<file path="src/rtl/afifo_wptr.sv">
// Write-side pointer, full/almost-full and overflow logic for a 256-entry async FIFO; AFIFO_AFULL_EN adds almost-full.
// Latency: wen combinational from push; read pointer sync 2 cycles, full/afull/ovf registered one cycle after cause.
// Backpressure: push is ignored while registered full is high; pushes attempted while full set sticky ovf.
module afifo_wptr #(
    parameter int AFULL_LVL = 240
) (
    input  logic       clk,
    input  logic       rst,
    input  logic       push,
    input  logic [8:0] rptr_gray_in,
    input  logic [8:0] rptr_bin,
    output logic [8:0] rptr_gray_sync,
    output logic [8:0] wptr_gray,
    output logic [7:0] waddr,
    output logic       wen,
    output logic       full,
    output logic       afull,
    output logic       ovf
);

    logic [8:0] s1;
    logic [8:0] s2;
    logic [8:0] wbin;
    logic [8:0] wbin_next;
    logic [8:0] wgray_next;
    logic       full_next;

    assign wen        = push & ~full;
    assign wbin_next  = wbin + {8'd0, wen};
    assign wgray_next = wbin_next ^ (wbin_next >> 1);
    // Full when the write pointer is exactly one lap ahead of the synchronized read pointer.
    assign full_next  = (wgray_next == {~s2[8:7], s2[6:0]});

    assign rptr_gray_sync = s2;
    assign waddr          = wbin[7:0];

    always_ff @(posedge clk) begin
        if (rst) begin
            s1        <= 9'd0;
            s2        <= 9'd0;
            wbin      <= 9'd0;
            wptr_gray <= 9'd0;
            full      <= 1'b0;
            ovf       <= 1'b0;
        end else begin
            s1        <= rptr_gray_in;
            s2        <= s1;
            wbin      <= wbin_next;
            wptr_gray <= wgray_next;
            full      <= full_next;
            ovf       <= ovf | (push & full);
        end
    end

`ifdef AFIFO_AFULL_EN
    logic [8:0] fill_next;

    assign fill_next = wbin_next - rptr_bin;

    always_ff @(posedge clk) begin
        if (rst) begin
            afull <= 1'b0;
        end else begin
            afull <= (fill_next >= 9'(AFULL_LVL));
        end
    end
`else
    // Read-side binary pointer only feeds the almost-full level.
    logic unused_rptr_bin;

    assign unused_rptr_bin = ^rptr_bin;
    assign afull           = 1'b0;
`endif

endmodule

</file>
<file path="config.mk">
export PLATFORM = sky130hd
export DESIGN_NAME = afifo_wptr
export DESIGN_NICKNAME = d
export VERILOG_FILES = /design/src/rtl/afifo_wptr.sv
export SDC_FILE = /design/constraint.sdc
export NUM_CORES = 1
export LEC_CHECK = 0
export ABC_CLOCK_PERIOD_IN_PS = 2100
export BUFFER_PORTS_ARGS = -buffer_cell sky130_fd_sc_hd__buf_2
export CAP_MARGIN = 20
export CORE_MARGIN = 5
export CORE_UTILIZATION = 35
export CTS_CLUSTER_DIAMETER = 200
export CTS_CLUSTER_SIZE = 24
export DETAILED_ROUTE_END_ITERATION = 7
export HOLD_SLACK_MARGIN = 0.02
export PLACE_DENSITY = 0.68
export SLEW_MARGIN = 30
export SYNTH_ARGS = -nofsm -noshare
export SYNTH_HDL_FRONTEND = slang
export SYNTH_SLANG_ARGS = --single-unit
export TNS_END_PERCENT = 5
</file>
<file path="constraint.sdc">
create_clock -name clk -period 2.1 [get_ports clk]
set_clock_uncertainty 0.05 [all_clocks]
set_input_delay 0 -clock clk [delete_from_list [all_inputs] [get_ports clk]]
set_output_delay 0 -clock clk [all_outputs]
set_load 0.005 [all_outputs]
</file>
==> results of run 1 <==
==> state kept, by name (all words and copies together) (netlist names) <==
| register | count |
|---|---|
| wptr_gray | 9 |
| wbin | 8 |
| rptr_gray_sync | 9 |
| full | 1 |
| ovf | 1 |
| s1 | 9 |
==> cells in the final DEF (no fill, tap or decap), types with 2 or more instances in the layout <==
master	count
sky130_fd_sc_hd__xnor2_1	14
sky130_fd_sc_hd__inv_1	2
sky130_fd_sc_hd__buf_4	15
sky130_fd_sc_hd__dfxtp_1	36
sky130_fd_sc_hd__nand2_1	5
sky130_fd_sc_hd__nor2_1	19
sky130_fd_sc_hd__dlygate4sd3_1	10
sky130_fd_sc_hd__mux2i_1	2
sky130_fd_sc_hd__xor2_1	6
sky130_fd_sc_hd__and2_1	2
sky130_fd_sc_hd__buf_2	40
sky130_fd_sc_hd__and3_2	2
sky130_fd_sc_hd__a21oi_1	2
sky130_fd_sc_hd__nor2b_1	19
sky130_fd_sc_hd__buf_6	2
sky130_fd_sc_hd__clkbuf_8	6
sky130_fd_sc_hd__ha_4	2
sky130_fd_sc_hd__nand4b_1	3
sky130_fd_sc_hd__xnor3_1	4
sky130_fd_sc_hd__nand3_1	3
==> logic make-up after synthesis <==
family / share of synthesized area (%)
AND/OR/NAND/NOR: 21.34
AO/OA/AOI/OAI: 6.294
flip-flops: 45.43
buffers and inverters: 4.911
multiplexers: 1.228
adder cells (fa/ha/maj): 2.303
XOR/XNOR: 18.27
other: 0.2300
==> cells in the mapped netlist, types with 2 or more instances <==
| cell type | instances |
|---|---|
| sky130_fd_sc_hd__dfxtp_1 | 37 |
| sky130_fd_sc_hd__and3_2 | 2 |
| sky130_fd_sc_hd__clkbuf_1 | 3 |
| sky130_fd_sc_hd__nor3_1 | 2 |
| sky130_fd_sc_hd__nand2_1 | 6 |
| sky130_fd_sc_hd__nor2b_1 | 20 |
| sky130_fd_sc_hd__nor2_1 | 19 |
| sky130_fd_sc_hd__xnor2_1 | 15 |
| sky130_fd_sc_hd__inv_1 | 2 |
| sky130_fd_sc_hd__buf_2 | 4 |
| sky130_fd_sc_hd__ha_1 | 3 |
| sky130_fd_sc_hd__nand3_1 | 3 |
| sky130_fd_sc_hd__a21oi_1 | 3 |
| sky130_fd_sc_hd__buf_6 | 2 |
| sky130_fd_sc_hd__and2_1 | 3 |
| sky130_fd_sc_hd__xor2_1 | 6 |
| sky130_fd_sc_hd__nand4b_1 | 3 |
| sky130_fd_sc_hd__xnor3_1 | 4 |
| sky130_fd_sc_hd__buf_4 | 2 |
| sky130_fd_sc_hd__mux2i_1 | 2 |
==> metal layers <==
metal / share of wire [%] / up-vias / GRT usage [%]
met2: 44 / 39 / 17.21
met3: 7.2 / 8 / 4.348
met4: 1.9 / 0 / 5.245
met1: 47 / 559 / 14.19
met5: 0 / - / 0
li1: - / 648 / -
==> worst register-to-register path: stages, from the launching register on <==
cell and delay [ps]:
sky130_fd_sc_hd__dfxtp_2 330, sky130_fd_sc_hd__nor2b_4 140, sky130_fd_sc_hd__ha_4 150, sky130_fd_sc_hd__ha_4 140, sky130_fd_sc_hd__buf_6 120, sky130_fd_sc_hd__a21bo_2 250
sky130_fd_sc_hd__a21oi_2 100, sky130_fd_sc_hd__o21ba_2 190, sky130_fd_sc_hd__xnor2_1 140, sky130_fd_sc_hd__nor4_2 280
==> what timing repair did <==
| item | in CTS | in global routing |
|---|---|---|
| setup endpoints to repair | 1 | 3 |
| pin swaps | 3 | 5 |
| gates resized for setup | 7 | 12 |
| buffers inserted | 2 | 1 |
| hold endpoints to repair | 10 | 0 |
| hold buffers | 10 | 0 |
==> stage by stage <==
step | utilization, % | setup TNS, ps
final | 50.62 | 0
after global routing | 50.62 | -6.904
after CTS | 49.47 | 0
after detailed placement | 43.55 | 0
after global placement | 43.55 | 0
after floorplan | - | 0
==> final cells by class <==
class / instances / share of cell area (%)
Inverter: 2 / 0.3337
Multi-Input combinational cell: 109 / 39.27
Tap cell: 52 / 2.892
Timing Repair Buffer: 67 / 19.35
Sequential cell: 37 / 32.98
Clock inverter: 1 / 1.335
Clock buffer: 7 / 3.838
==> final timing paths <==
check	endpoint	start
min	wbin[1]	rst
max	full	full
min reg2reg	rptr_gray_sync[1]	s1[1]
max reg2reg	full	full
==> power by group <==
group / total [mW] / switching (mW) / internal [mW]
Clock: 0.630 / 0.243 / 0.387
Sequential: 0.740 / 0.0125 / 0.727
Combinational: 0.152 / 0.0636 / 0.0885
==> impl_metrics.json, run 1 <==
{
  "outcome": "completed",
  "end_kind": "flop",
  "route.final.wire_length_um": 3370,
  "synth_area_leaders": "sky130_fd_sc_hd__dfxtp_1 (45%), sky130_fd_sc_hd__xnor2_1 (8.1%), sky130_fd_sc_hd__nor2b_1 (7.7%), sky130_fd_sc_hd__xnor3_1 (5.5%), sky130_fd_sc_hd__nor2_1 (4.4%)",
  "crit_path_start_kind": "flop",
  "cp.depth": 9,
  "tot_gr_track_use_pct": 11.33,
  "core_area_mm2": 0.004444,
  "crit_required_ps": 2240,
  "crit_path_frequent_cell": "sky130_fd_sc_hd__ha_4",
  "placed_instances": 255,
  "timing.reg2reg.worst_path_depth": 9,
  "total_leakage_power_nw": 0.9998,
  "synth.distinct_cells": 39,
  "cts.path.max_buffers": 2,
  "initial_antenna_violation_count": 0,
  "synth_seq_cells": 37,
  "htree_levels": 2,
  "layout.area.seq_um2": 742.0,
  "critical_path.cell_chain": "nor2b_4, ha_4, ha_4, buf_6, a21bo_2, a21oi_2, o21ba_2, xnor2_1, nor4_2",
  "area.growth.synth_to_final_pct": 37.99,
  "final_cell_area_mm2": 0.002250,
  "timing.reg2reg.setup_slack_ps": 110,
  "clock_tree_from_tritoncts": "done",
  "multiInputGateArea_um2": 883.3,
  "worst_hold_slack_ps": 163.5,
  "final-instance-count-excl-fill": 275,
  "num_antenna_cells": 0,
  "fp.dieW_um": 78.25,
  "final.setup.worst_slack_ps": 105.5,
  "slowest_delay_ps": 330,
  "numCtsBuffers": 5,
  "clk_transition_reported_paths_ps": 70,
  "synth_top_cell_by_area": "sky130_fd_sc_hd__dfxtp_1",
  "cpMaxStageDelayCell": "sky130_fd_sc_hd__dfxtp_2",
  "final_layout_size_suffix_gt1_share_pct": 36.32,
  "final_net_count": 246,
  "nFillCells": 432,
  "clk-insertion-delay-late_ps": 290,
  "hold_class": "primary input to flop",
  "vias": 1254,
  "route.detailed.drc": 0,
  "p_total_mw": 1.522,
  "pre_cts_slack_ps": 9.846,
  "max_slew.worst_pin.slew_ps": 637.8,
  "irDropWorstVdd_mv": 0.3245,
  "critical_path_peak_fanout": 7,
  "pin_count": 51,
  "worstPathBufferInverterCount": 1,
  "post_synth_inst_count": 160,
  "cts_num_sinks": 37,
  "placedInstanceArea_mm2": 0.001936,
  "drt-wirelength-per-cell_um": 12.25,
  "synth.avg_cell_area_um2": 10.19,
  "placementRows": 24,
  "synth.yosys.warnings": 0,
  "worstPathArrival_ps": 2130,
  "path_delay_family": "compound AO/OA/AOI/OAI gates",
  "setup_viol": 0,
  "edff_count_synth": 0,
  "final-max-slew-violation-count": 0,
  "die_h_um": 78.25,
  "drt_iter0_drc": 95,
  "place.detailed.hpwl_um": 2289,
  "via_count_of_the_first_global_routing_pass": 1147,
  "antenna_violating_nets_post_route": 0,
  "worst_hold_path.num_cells": 2,
  "power_density_mw_per_mm2": 676.5,
  "drt_pre_antenna_iters": 4,
  "synth_area_mm2": 0.001630,
  "initial_utilization_pct": 36.68,
  "slew_headroom_pct": 57.48,
  "post-route-min-period_ps": 1995,
  "seq_area_frac_synth_pct": 45.43,
  "globalRouteOverflowTotal": 0,
  "syn-num-nets": 184,
  "timing.fmax_ghz": 0.5014,
  "route.detailed.vias_per_inst": 4.560,
  "grt_first_pass_wirelength_um": 5437,
  "yosys.area.top_type_share_pct": 45.43,
  "asyncSetResetFlopFracSynth_pct": 0,
  "grt_max_degree": 38,
  "numPortBuffers": 40,
  "cts_root_buffer": "sky130_fd_sc_hd__clkbuf_8",
  "synth_top_flop_cell": "sky130_fd_sc_hd__dfxtp_1",
  "fp.dieArea_mm2": 0.006123,
  "layout_worst_path_cycle_share_pct": 94.98,
  "place.gp.congestion": 0.8853,
  "number_of_max_cap_violations": 0,
  "path_class": "flop to flop",
  "final_hold_viol_count": 0
}
No activity file was read; power rests on OpenSTA's default activity.
==> run 2, diff against run 1 <==
- BUFFER_PORTS_ARGS: -buffer_cell sky130_fd_sc_hd__buf_2 -> not set
- DONT_BUFFER_PORTS: not set -> 1
- PLACE_DENSITY: 0.68 -> 0.58
==> impl_metrics.json, run 2 (same netlist as run 1, synthesis figures left out) <==
{
  "clk-insertion-delay-late_ps": 280,
  "vias": 1174,
  "drt-wirelength-per-cell_um": 14.60,
  "end_kind": "flop",
  "hold-path-endpoint": "wptr_gray[0]",
  "grt_max_degree": 38,
  "p_total_mw": 1.374,
  "setup_viol": 0,
  "layout_worst_path_cycle_share_pct": 95.78,
  "post-route-min-period_ps": 2011,
  "final.setup.tns_ps": 0,
  "path_class": "flop to flop",
  "numCtsBuffers": 5,
  "route.detailed.drc": 0,
  "pin_count": 51,
  "place.gp.congestion": 0.9073,
  "cts_root_buffer": "sky130_fd_sc_hd__clkbuf_8",
  "final-max-slew-violation-count": 0,
  "final_net_count": 208,
  "fp.dieArea_mm2": 0.006123,
  "final_cell_area_mm2": 0.002016,
  "critical_path.reg2reg.endpoint": "full",
  "fp.dieW_um": 78.25,
  "numPortBuffers": 0,
  "layout.area.seq_um2": 742.0,
  "irDropWorstVdd_mv": 0.2513,
  "initial_utilization_pct": 36.68,
  "worstPathArrival_ps": 2150,
  "placedInstanceArea_mm2": 0.001743,
  "clk_transition_reported_paths_ps": 70,
  "outcome": "completed",
  "place.detailed.hpwl_um": 2432,
  "nFillCells": 421,
  "area.growth.synth_to_final_pct": 23.64,
  "antenna_violating_nets_post_route": 0,
  "clock_tree_from_tritoncts": "done",
  "hold_class": "primary input to flop",
  "crit-reg2reg-launch": "full",
  "timing.reg2reg.setup_slack_ps": 90,
  "critical_path_peak_fanout": 6,
  "timing.fmax_ghz": 0.4971,
  "placementRows": 24,
  "via_count_of_the_first_global_routing_pass": 1089,
  "die_h_um": 78.25,
  "final_layout_size_suffix_gt1_share_pct": 21.20,
  "power_density_mw_per_mm2": 681.8,
  "drt_pre_antenna_iters": 4,
  "final_hold_viol_count": 0,
  "most_common_cell_after_layout_fill_and_taps_aside": "sky130_fd_sc_hd__dfxtp_1",
  "cts_num_sinks": 37,
  "route.final.wire_length_um": 3446,
  "tot_gr_track_use_pct": 11.27,
  "htree_levels": 2,
  "crit_required_ps": 2240,
  "worst_hold_slack_ps": 168.8,
  "worst_hold_path.num_cells": 4,
  "core_area_mm2": 0.004444,
  "total_leakage_power_nw": 0.7676,
  "timing.reg2reg.worst_path_depth": 9,
  "num_antenna_cells": 0,
  "route.detailed.vias_per_inst": 4.975,
  "multiInputGateArea_um2": 852.1,
  "crit_path_start_kind": "flop",
  "grt_first_pass_wirelength_um": 5347,
  "hold_start": "push",
  "mostFrequentLayoutCells": "sky130_fd_sc_hd__dfxtp_1 (36), sky130_fd_sc_hd__nor2b_1 (19), sky130_fd_sc_hd__nor2_1 (19)",
  "globalRouteOverflowTotal": 0,
  "drt_iter0_drc": 92,
  "number_of_max_cap_violations": 0,
  "initial_antenna_violation_count": 0,
  "cts.path.max_buffers": 2
}
[run 2: per-stage QoR]
stage	util [%]	instances	setup slack, ps
after floorplan	-	160	78.22
after global placement	39.22	216	63.38
after detailed placement	39.22	216	-15.51
after CTS	44.20	235	13.49
after global routing	45.35	236	-38.87
final	45.35	236	88.52
[run 2: final cells by class]
class | count | share of cell area, %
Inverter | 2 | 0.3724
Clock buffer | 6 | 4.097
Multi-Input combinational cell | 109 | 42.27
Clock inverter | 1 | 0.3724
Tap cell | 52 | 3.228
Sequential cell | 37 | 36.81
Timing Repair Buffer | 29 | 12.85
[run 2: per-layer routing]
| metal | global-route usage [%] | share of wire (%) | wire length, um | vias up |
|---|---|---|---|---|
| li1 | - | - | - | 571 |
| met1 | 11.93 | 37 | 1275 | 536 |
| met2 | 18.49 | 49 | 1679 | 57 |
| met3 | 5.835 | 12 | 416 | 10 |
| met4 | 5.594 | 2.2 | 75 | 0 |
| met5 | 0 | 0 | 0 | - |
[run 2: power by group]
| group | internal, mW | switching, mW |
|---|---|---|
| Combinational | 0.0737 | 0.0565 |
| Clock | 0.259 | 0.241 |
| Sequential | 0.728 | 0.0164 |
| Total | 1.06 | 0.314 |
[run 2: how the worst max path moves through the flow]
stage	slack, ps	end	startpoint	cells past startpoint
2_1_floorplan	80	full	full	8
3_3_place_gp	60	full	full	9
3_5_place_dp	-20	full	full	9
4_1_cts	10	full	full	9
5_1_grt	-40	full	full	9
6_report	90	full	full	9
[run 2: worst max-delay path, stage by stage, from the launching register on]
cell and delay (ps):
sky130_fd_sc_hd__dfxtp_2 320, sky130_fd_sc_hd__nor2b_2 120, sky130_fd_sc_hd__ha_1 190, sky130_fd_sc_hd__ha_4 160, sky130_fd_sc_hd__buf_6 130, sky130_fd_sc_hd__a21bo_2 240
sky130_fd_sc_hd__a21oi_1 120, sky130_fd_sc_hd__o21ba_2 190, sky130_fd_sc_hd__xnor2_1 140, sky130_fd_sc_hd__nor4_2 250
[run 2: what timing repair did]
item / CTS / global route
endpoints found under the hold margin: 37 / 0
cloned: 0 / 1
hold buffers: 12 / 0
setup endpoints to repair: 1 / 2
pin swaps: 0 / 1
resized for setup: 1 / 11
buffers inserted: 0 / 0
